**src/rtl/uart_tx_param.sv**
```systemverilog
// uart_tx_param: FIFO-buffered UART transmitter with configurable framing.
// The tx line is registered from the current state, so it trails the FSM by exactly one cycle.
module uart_tx_param #(
    parameter int CLKS_PER_BIT = 4,
    parameter int DATA_BITS = 8,
    parameter int PARITY = 0,
    parameter int STOP_BITS = 1,
    parameter int FIFO_DEPTH = 4
) (
    input  logic                                 clk,
    input  logic                                 rst,
    input  logic [DATA_BITS-1:0]                 wr_data,
    input  logic                                 wr_valid,
    output logic                                 wr_ready,
    output logic                                 tx,
    output logic                                 busy,
    output logic [$clog2(FIFO_DEPTH+1)-1:0]      fifo_count
);
    localparam int CW = $clog2(FIFO_DEPTH + 1);
    localparam int AW = $clog2(FIFO_DEPTH);
    localparam int TW = $clog2(STOP_BITS * CLKS_PER_BIT);
    localparam int BW = $clog2(DATA_BITS);
    localparam logic [TW-1:0] BIT_LD = TW'(CLKS_PER_BIT - 1);
    localparam logic [TW-1:0] STOP_LD = TW'(STOP_BITS * CLKS_PER_BIT - 1);
    localparam logic [BW-1:0] LAST_BIT = BW'(DATA_BITS - 1);

    typedef enum logic [2:0] {S_IDLE, S_START, S_DATA, S_PARITY, S_STOP} state_t;

    state_t               state;
    logic [DATA_BITS-1:0] mem [FIFO_DEPTH];
    logic [DATA_BITS-1:0] shreg;
    logic [AW-1:0]        wr_ptr, rd_ptr;
    logic [TW-1:0]        timer;
    logic [BW-1:0]        bit_idx;
    logic                 push, pop, par_bit, tx_next;

    assign wr_ready = fifo_count != CW'(FIFO_DEPTH);
    assign push = wr_valid && wr_ready;
    assign pop = fifo_count != '0 && (state == S_IDLE || (state == S_STOP && timer == '0));
    assign busy = state != S_IDLE || fifo_count != '0;
    assign par_bit = PARITY == 1 ? ~^shreg : ^shreg;

    always_comb tx_next = state == S_START ? 1'b0 :
                          state == S_DATA ? shreg[bit_idx] :
                          state == S_PARITY ? par_bit : 1'b1;

    always_ff @(posedge clk)
        if (push && !rst) mem[wr_ptr] <= wr_data;

    always_ff @(posedge clk) begin
        if (rst) begin
            state <= S_IDLE;
            timer <= '0;
            bit_idx <= '0;
            wr_ptr <= '0;
            rd_ptr <= '0;
            fifo_count <= '0;
            shreg <= '0;
            tx <= 1'b1;
        end else begin
            tx <= tx_next;
            fifo_count <= fifo_count + CW'(push) - CW'(pop);
            if (push) wr_ptr <= wr_ptr + 1'b1;
            if (pop) begin
                shreg <= mem[rd_ptr];
                rd_ptr <= rd_ptr + 1'b1;
            end
            case (state)
                S_IDLE:
                    if (pop) begin
                        state <= S_START;
                        timer <= BIT_LD;
                    end
                S_START:
                    if (timer == '0) begin
                        state <= S_DATA;
                        timer <= BIT_LD;
                        bit_idx <= '0;
                    end else timer <= timer - 1'b1;
                S_DATA:
                    if (timer != '0) timer <= timer - 1'b1;
                    else if (bit_idx != LAST_BIT) begin
                        bit_idx <= bit_idx + 1'b1;
                        timer <= BIT_LD;
                    end else begin
                        state <= PARITY != 0 ? S_PARITY : S_STOP;
                        timer <= PARITY != 0 ? BIT_LD : STOP_LD;
                    end
                S_PARITY:
                    if (timer == '0) begin
                        state <= S_STOP;
                        timer <= STOP_LD;
                    end else timer <= timer - 1'b1;
                S_STOP:
                    if (timer != '0) timer <= timer - 1'b1;
                    else if (pop) begin
                        state <= S_START;
                        timer <= BIT_LD;
                    end else state <= S_IDLE;
                default: state <= S_IDLE;
            endcase
        end
    end
endmodule

```
**config.mk**
```make
export PLATFORM = sky130hd
export DESIGN_NAME = uart_tx_param
export DESIGN_NICKNAME = d
export VERILOG_FILES = /design/src/rtl/uart_tx_param.sv
export SDC_FILE = /design/constraint.sdc
export NUM_CORES = 1
export LEC_CHECK = 0
export CAP_MARGIN = 20
export CORE_MARGIN = 2
export CORE_UTILIZATION = 62
export DETAILED_ROUTE_END_ITERATION = 6
export GPL_ROUTABILITY_DRIVEN = 1
export PLACE_DENSITY = 0.82
export SYNTH_ARGS = -nofsm -noshare
export SYNTH_HDL_FRONTEND = slang
export SYNTH_SLANG_ARGS = --single-unit
```
**constraint.sdc**
```tcl
create_clock -name clk -period 5.7 [get_ports clk]
set_input_delay 1.14 -clock clk [delete_from_list [all_inputs] [get_ports clk]]
set_output_delay 1.14 -clock clk [all_outputs]
set_load 0.05 [all_outputs]
```
# ---- Yosys cells after proc, flatten, opt, wreduce, memory -nomap -nowiden
# Memory sizes are Yosys's and may differ from the RTL's. A register that Yosys moved wholly into a read port is not among the register bits.
# Cells that the tools add are included.
dict set report word_totals {
  wordCells 70
  latch_bits 0
  regBits 16
  n_memories 1
  ram_bits 32
  mem_bits_ro 0
}
# name depth word_bits read_ports rd_clocked_by_memory_dff wr line_no
set memory_table {}
lappend memory_table {mem 4 8 1 1 1 30} ;# logic [DATA_BITS-1:0] mem [FIFO_DEPTH];
dict set report op_classes {
  multipliers 0
  n_reduce_logical 18
  magnitude_cmp 1
  shifts 0
  div_mod_pow 0
  eq_ne 13
  n_bitwise 0
  n_addsub 6
  mux 24
}
# cell n
set op_table {}
lappend op_table {{$mux W3} 9}
lappend op_table {{$pmux W3 S5} 1}
lappend op_table {{$mux W2} 4}
lappend op_table {{$ne A2 B2 Y1 const B} 4}
lappend op_table {{$pmux W2 S4} 1}
lappend op_table {{$reduce_xor A8 Y1} 1}
lappend op_table {{$mux W1} 7}
lappend op_table {{$eq A3 B2 Y1 const B} 2}
lappend op_table {{$ne A2 B1 Y1 const B} 3}
lappend op_table {{$ne A3 B3 Y1 const B} 2}
lappend op_table {{$pmux W3 S2} 1}
lappend op_table {{$reduce_and A6 Y1} 1}
lappend op_table {{$reduce_bool A3 Y1} 2}
lappend op_table {{$add A2 B1 Y2 const B} 2}
lappend op_table {{$logic_and A1 B1 Y1} 4}
lappend op_table {{$lt A3 B4 Y1 const B} 1}
lappend op_table {{$reduce_and A4 Y1} 1}
lappend op_table {{$reduce_bool A2 Y1} 2}
lappend op_table {{$reduce_bool A4 Y1} 1}
lappend op_table {{$add A3 B1 Y3} 1}
lappend op_table {{$add A3 B1 Y3 const B} 1}
lappend op_table {{$bmux W1 S3} 1}
lappend op_table {{$eq A3 B1 Y1 const B} 1}
lappend op_table {{$eq A3 B3 Y1 const B} 1}
lappend op_table {{7 further kinds} 8}

# ---- Logic depth before layout (Yosys ltp)
dict set report logic_depth {
  depth_word 7
  mapped_depth 12
  mapped_depth_nobuf 12
}

# ---- Worst setup path after synthesis
# No wires, ideal clock.
dict set report synth_path {
  kind {reg-to-reg}
  startpoint {register fifo_count[1]}
  endpoint {register fifo_count[2]}
  path_buffers 0
  required_time_ns 5.572
  t_arrival_ns 2.607
  setup_ns 0.128
  path_slack_ns 2.965
  path_stages_with_launch 10
  cell_sequence {dfxtp_1 or3b_1 nand2_1 ha_1 inv_1 ha_1 fa_1 xnor2_1 xnor2_1 nor2_1}
}
dict set report synth_between {
  elab_chain_len 4
  elab_cells_between_ends 6
  cone_classes {add/sub (2); eq/ne (1); reduce/logical (3)}
}
# item line_no
set synth_lines {}
lappend synth_lines {{start: declaration} 17} ;# output logic [$clog2(FIFO_DEPTH+1)-1:0] fifo_count
lappend synth_lines {{start signal: assignment} 62} ;# fifo_count <= fifo_count + CW'(push) - CW'(pop);
lappend synth_lines {{$ne A3 B3 Y1} 37} ;# assign wr_ready = fifo_count != CW'(FIFO_DEPTH);
lappend synth_lines {{net wr_ready} 14} ;# output logic wr_ready,
lappend synth_lines {{$logic_and A1 B1 Y1} 38} ;# assign push = wr_valid && wr_ready;
lappend synth_lines {{$add A3 B1 Y3} 62}
lappend synth_lines {{$sub A3 B1 Y3} 62}
# The timed path passes the listed nets, and every way through them passes these cells.
# A chain may end at the register's enable or synchronous reset.

# ---- Final worst setup path
dict set report layout_path {
  startpoint {register fifo_count[2]}
  endpoint {output port busy}
}
dict set report layout_between {
  elab_chain_len 2
}
# item line_no
set layout_lines {}
lappend layout_lines {{$reduce_bool A3 Y1} 40} ;# assign busy = state != S_IDLE || fifo_count != '0;
lappend layout_lines {{$logic_or A1 B1 Y1} 40}
lappend layout_lines {{end: declaration} 16} ;# output logic busy,
# Every way passes these cells.

==> out/results.ini <==
[status]
status=finished clean

[critical_path]
reg2reg_slack_ns=3.08
reg2reg_depth=12
cp.arrival_ns=2.04
cp_data_required_time_ns=4.56
cp-end-kind=primary output
r2r-end=fifo_count[2]$_SDFF_PP0_
cp_max_fo=4
path_class=flip-flop to primary output
cp-start-kind=flip-flop
timing.rr.start=timer[0]$_SDFFE_PP0P_

[clock_network]
cts_tree=built
h-tree-depth=2
clock_latency_ns=0.31
clk_pin_slew_ns=0.10
root_buffer=clkbuf_8
hold_buffers=0
clockBufferDepth=2
post_cts_buffers=0
post_cts_resize_count=0
clock-sinks=56
cts_buffers=5

[timing]
fmax_mhz=314
fin_setup_tns_ns=0
rsz0062_at_grt=false
max_slew_margin=0.373
period_share=0.558
whs_ns=0.489
setup_slack_ns=2.52
finalCriticalPeriod_ns=3.18
setup_viol=0
hold_viol=0
finClkSkew_ns=0.00890
worstMarginPinSlew_ns=0.937
slew_viol_final=0

[power_and_ir_drop]
leakage_uw=0.000976
pwr_density_cell_nw_per_um2=480
ir_drop_mv=0.285

[place]
dp_hpwl_um=3000
place_ws_ns=2.52
gp_congestion=0.723
io_buffer_count=16

[logic_synthesis]
yosysMostFrequentCell=edfxtp_1
synthFlopType=edfxtp_1
avgSynthCellArea_um2=12.6
synth_warnings=0
yosysTopAreaCellShare=0.378
synthCells=201
yosys.area.top_type=edfxtp_1
synthArstFlopShare=0
ys_types=45
synth-seq-cells=56
synth_edf_count=32
netlist_top_cells_count=32 x edfxtp_1, 24 x dfxtp_1, 24 x nand2_1
syn_area_um2=2540
synth_nets=223
ys_seq_area_frac=0.567
synth.area.top_cells=edfxtp_1 38%, dfxtp_1 19%, mux4_2 7.1%, ha_1 4.9%, nand2_1 3.5%

[grt]
grt_usage=0.211
overflow=0
grt_first_pass_wirelength_um=7020
antenna_found_initial=0
grt_pass1_vias=1576
grt_max_degree=27

[flow_run]
maxCapViolations=0

[floorplan]
rows=23
die_area_um2=4620
die_h_um=68.0
num_io_pins=17
start_util=0.640
core_area_um2=3970
chipWidth_um=68.0

[finish]
nets=237
syn_to_final_growth_pct=10.3
antenna_cells=0
n_fill_cell=277
drive_gt1_frac=0.116

[routing]
num_vias=1507
ant_nets=0
drtIter0Drc=62
wire_per_inst_um=15.4
drt-vias-per-instance=5.67
wirelength_um=4080
drtPass1Iterations=4
drc=0

[hold_path]
hp-start=shreg[1]$_SDFFE_PP0P_
worstHoldEndpoint=shreg[1]$_SDFFE_PP0P_
hp-class=flip-flop to flip-flop
min_path_cells=2

[layer usage]
layer | track usage | vias up | wire length [um]
li1 | - | 744 | -
met1 | 0.249 | 731 | 1710
met2 | 0.368 | 26 | 2200
met3 | 0.0576 | 6 | 124
met4 | 0.0800 | 0 | 52
met5 | 0 | - | 0
[worst max path at each step]
stage / depth (start not counted) / from / slack, ns / to
2_1_floorplan: 9 / fifo_count[1]$_SDFF_PP0_ / 2.97 / fifo_count[2]$_SDFF_PP0_
3_3_place_gp: 9 / wr_valid / 2.60 / fifo_count[2]$_SDFF_PP0_
3_5_place_dp: 9 / wr_valid / 2.52 / fifo_count[2]$_SDFF_PP0_
4_1_cts: 3 / fifo_count[2]$_SDFF_PP0_ / 2.52 / busy
5_1_grt: 3 / fifo_count[2]$_SDFF_PP0_ / 2.45 / busy
6_report: 3 / fifo_count[2]$_SDFF_PP0_ / 2.52 / busy
[where the power goes]
group / switching, uW / internal [uW]
clock: 128 / 88.2
combinational: 294 / 257
sequential: 81.8 / 498
[layout make-up]
cell class	instances	area, um^2	share of cell area
Inverter	11	41.3	0.0147
Clock buffer	5	68.8	0.0246
Tap cell	50	62.6	0.0223
Timing Repair Buffer	16	160	0.0572
Multi-Input combinational cell	125	1000	0.359
Clock inverter	3	22.5	0.00804
Sequential cell	56	1440	0.515
[worst max-delay path: stages (launching register included)]
cell and delay, ns:
dfxtp_1 0.35, or3_1 0.47, nand3b_1 0.20, clkdlybuf4s50_1 0.70
[cell families after synthesis]
family / Yosys count / synth area share
AOI/OAI and AO/OA: 29 / 0.0714
and+or+nand+nor: 59 / 0.131
xor gates and xnor gates: 13 / 0.0448
muxes: 13 / 0.0916
adders and majority gates: 11 / 0.0571
DFF: 56 / 0.567
buffers and inverters: 20 / 0.0369
[stage by stage]
stage	area, um^2	power (uW)	util	std cells
detailed placement	2710	1140	0.682	258
floorplan	2540	1020	-	201
global placement	2710	1110	0.682	258
finish	2800	1350	0.705	266
global route	2800	1440	0.705	266
CTS	2800	1360	0.705	266
[sequential cells by signal (all words and copies together) (netlist names)]
| name | count |
|---|---|
| shreg | 8 |
| fifo_count | 3 |
| state | 3 |
| mem | 32 |
| tx | 1 |
| wr_ptr | 2 |
| bit_idx | 3 |
| timer | 2 |
| rd_ptr | 2 |
[cell usage in the layout, fill, tap and decap left out, types with 3 or more instances in the layout]
master,Yosys,routed
nand2_1,24,24
nor2b_1,5,5
nor2_1,7,7
edfxtp_1,32,32
xnor2_1,10,10
nor3_1,3,3
ha_1,10,10
inv_1,10,10
dfxtp_1,24,24
mux4_2,8,8
xor2_1,3,3
mux2i_1,3,3
clkbuf_8,0,5
or3b_1,3,3
clkdlybuf4s50_1,0,16
o21ai_0,3,3
a21oi_1,14,14
and2_1,4,4
Note: power is estimated with default switching activity, not from simulation.
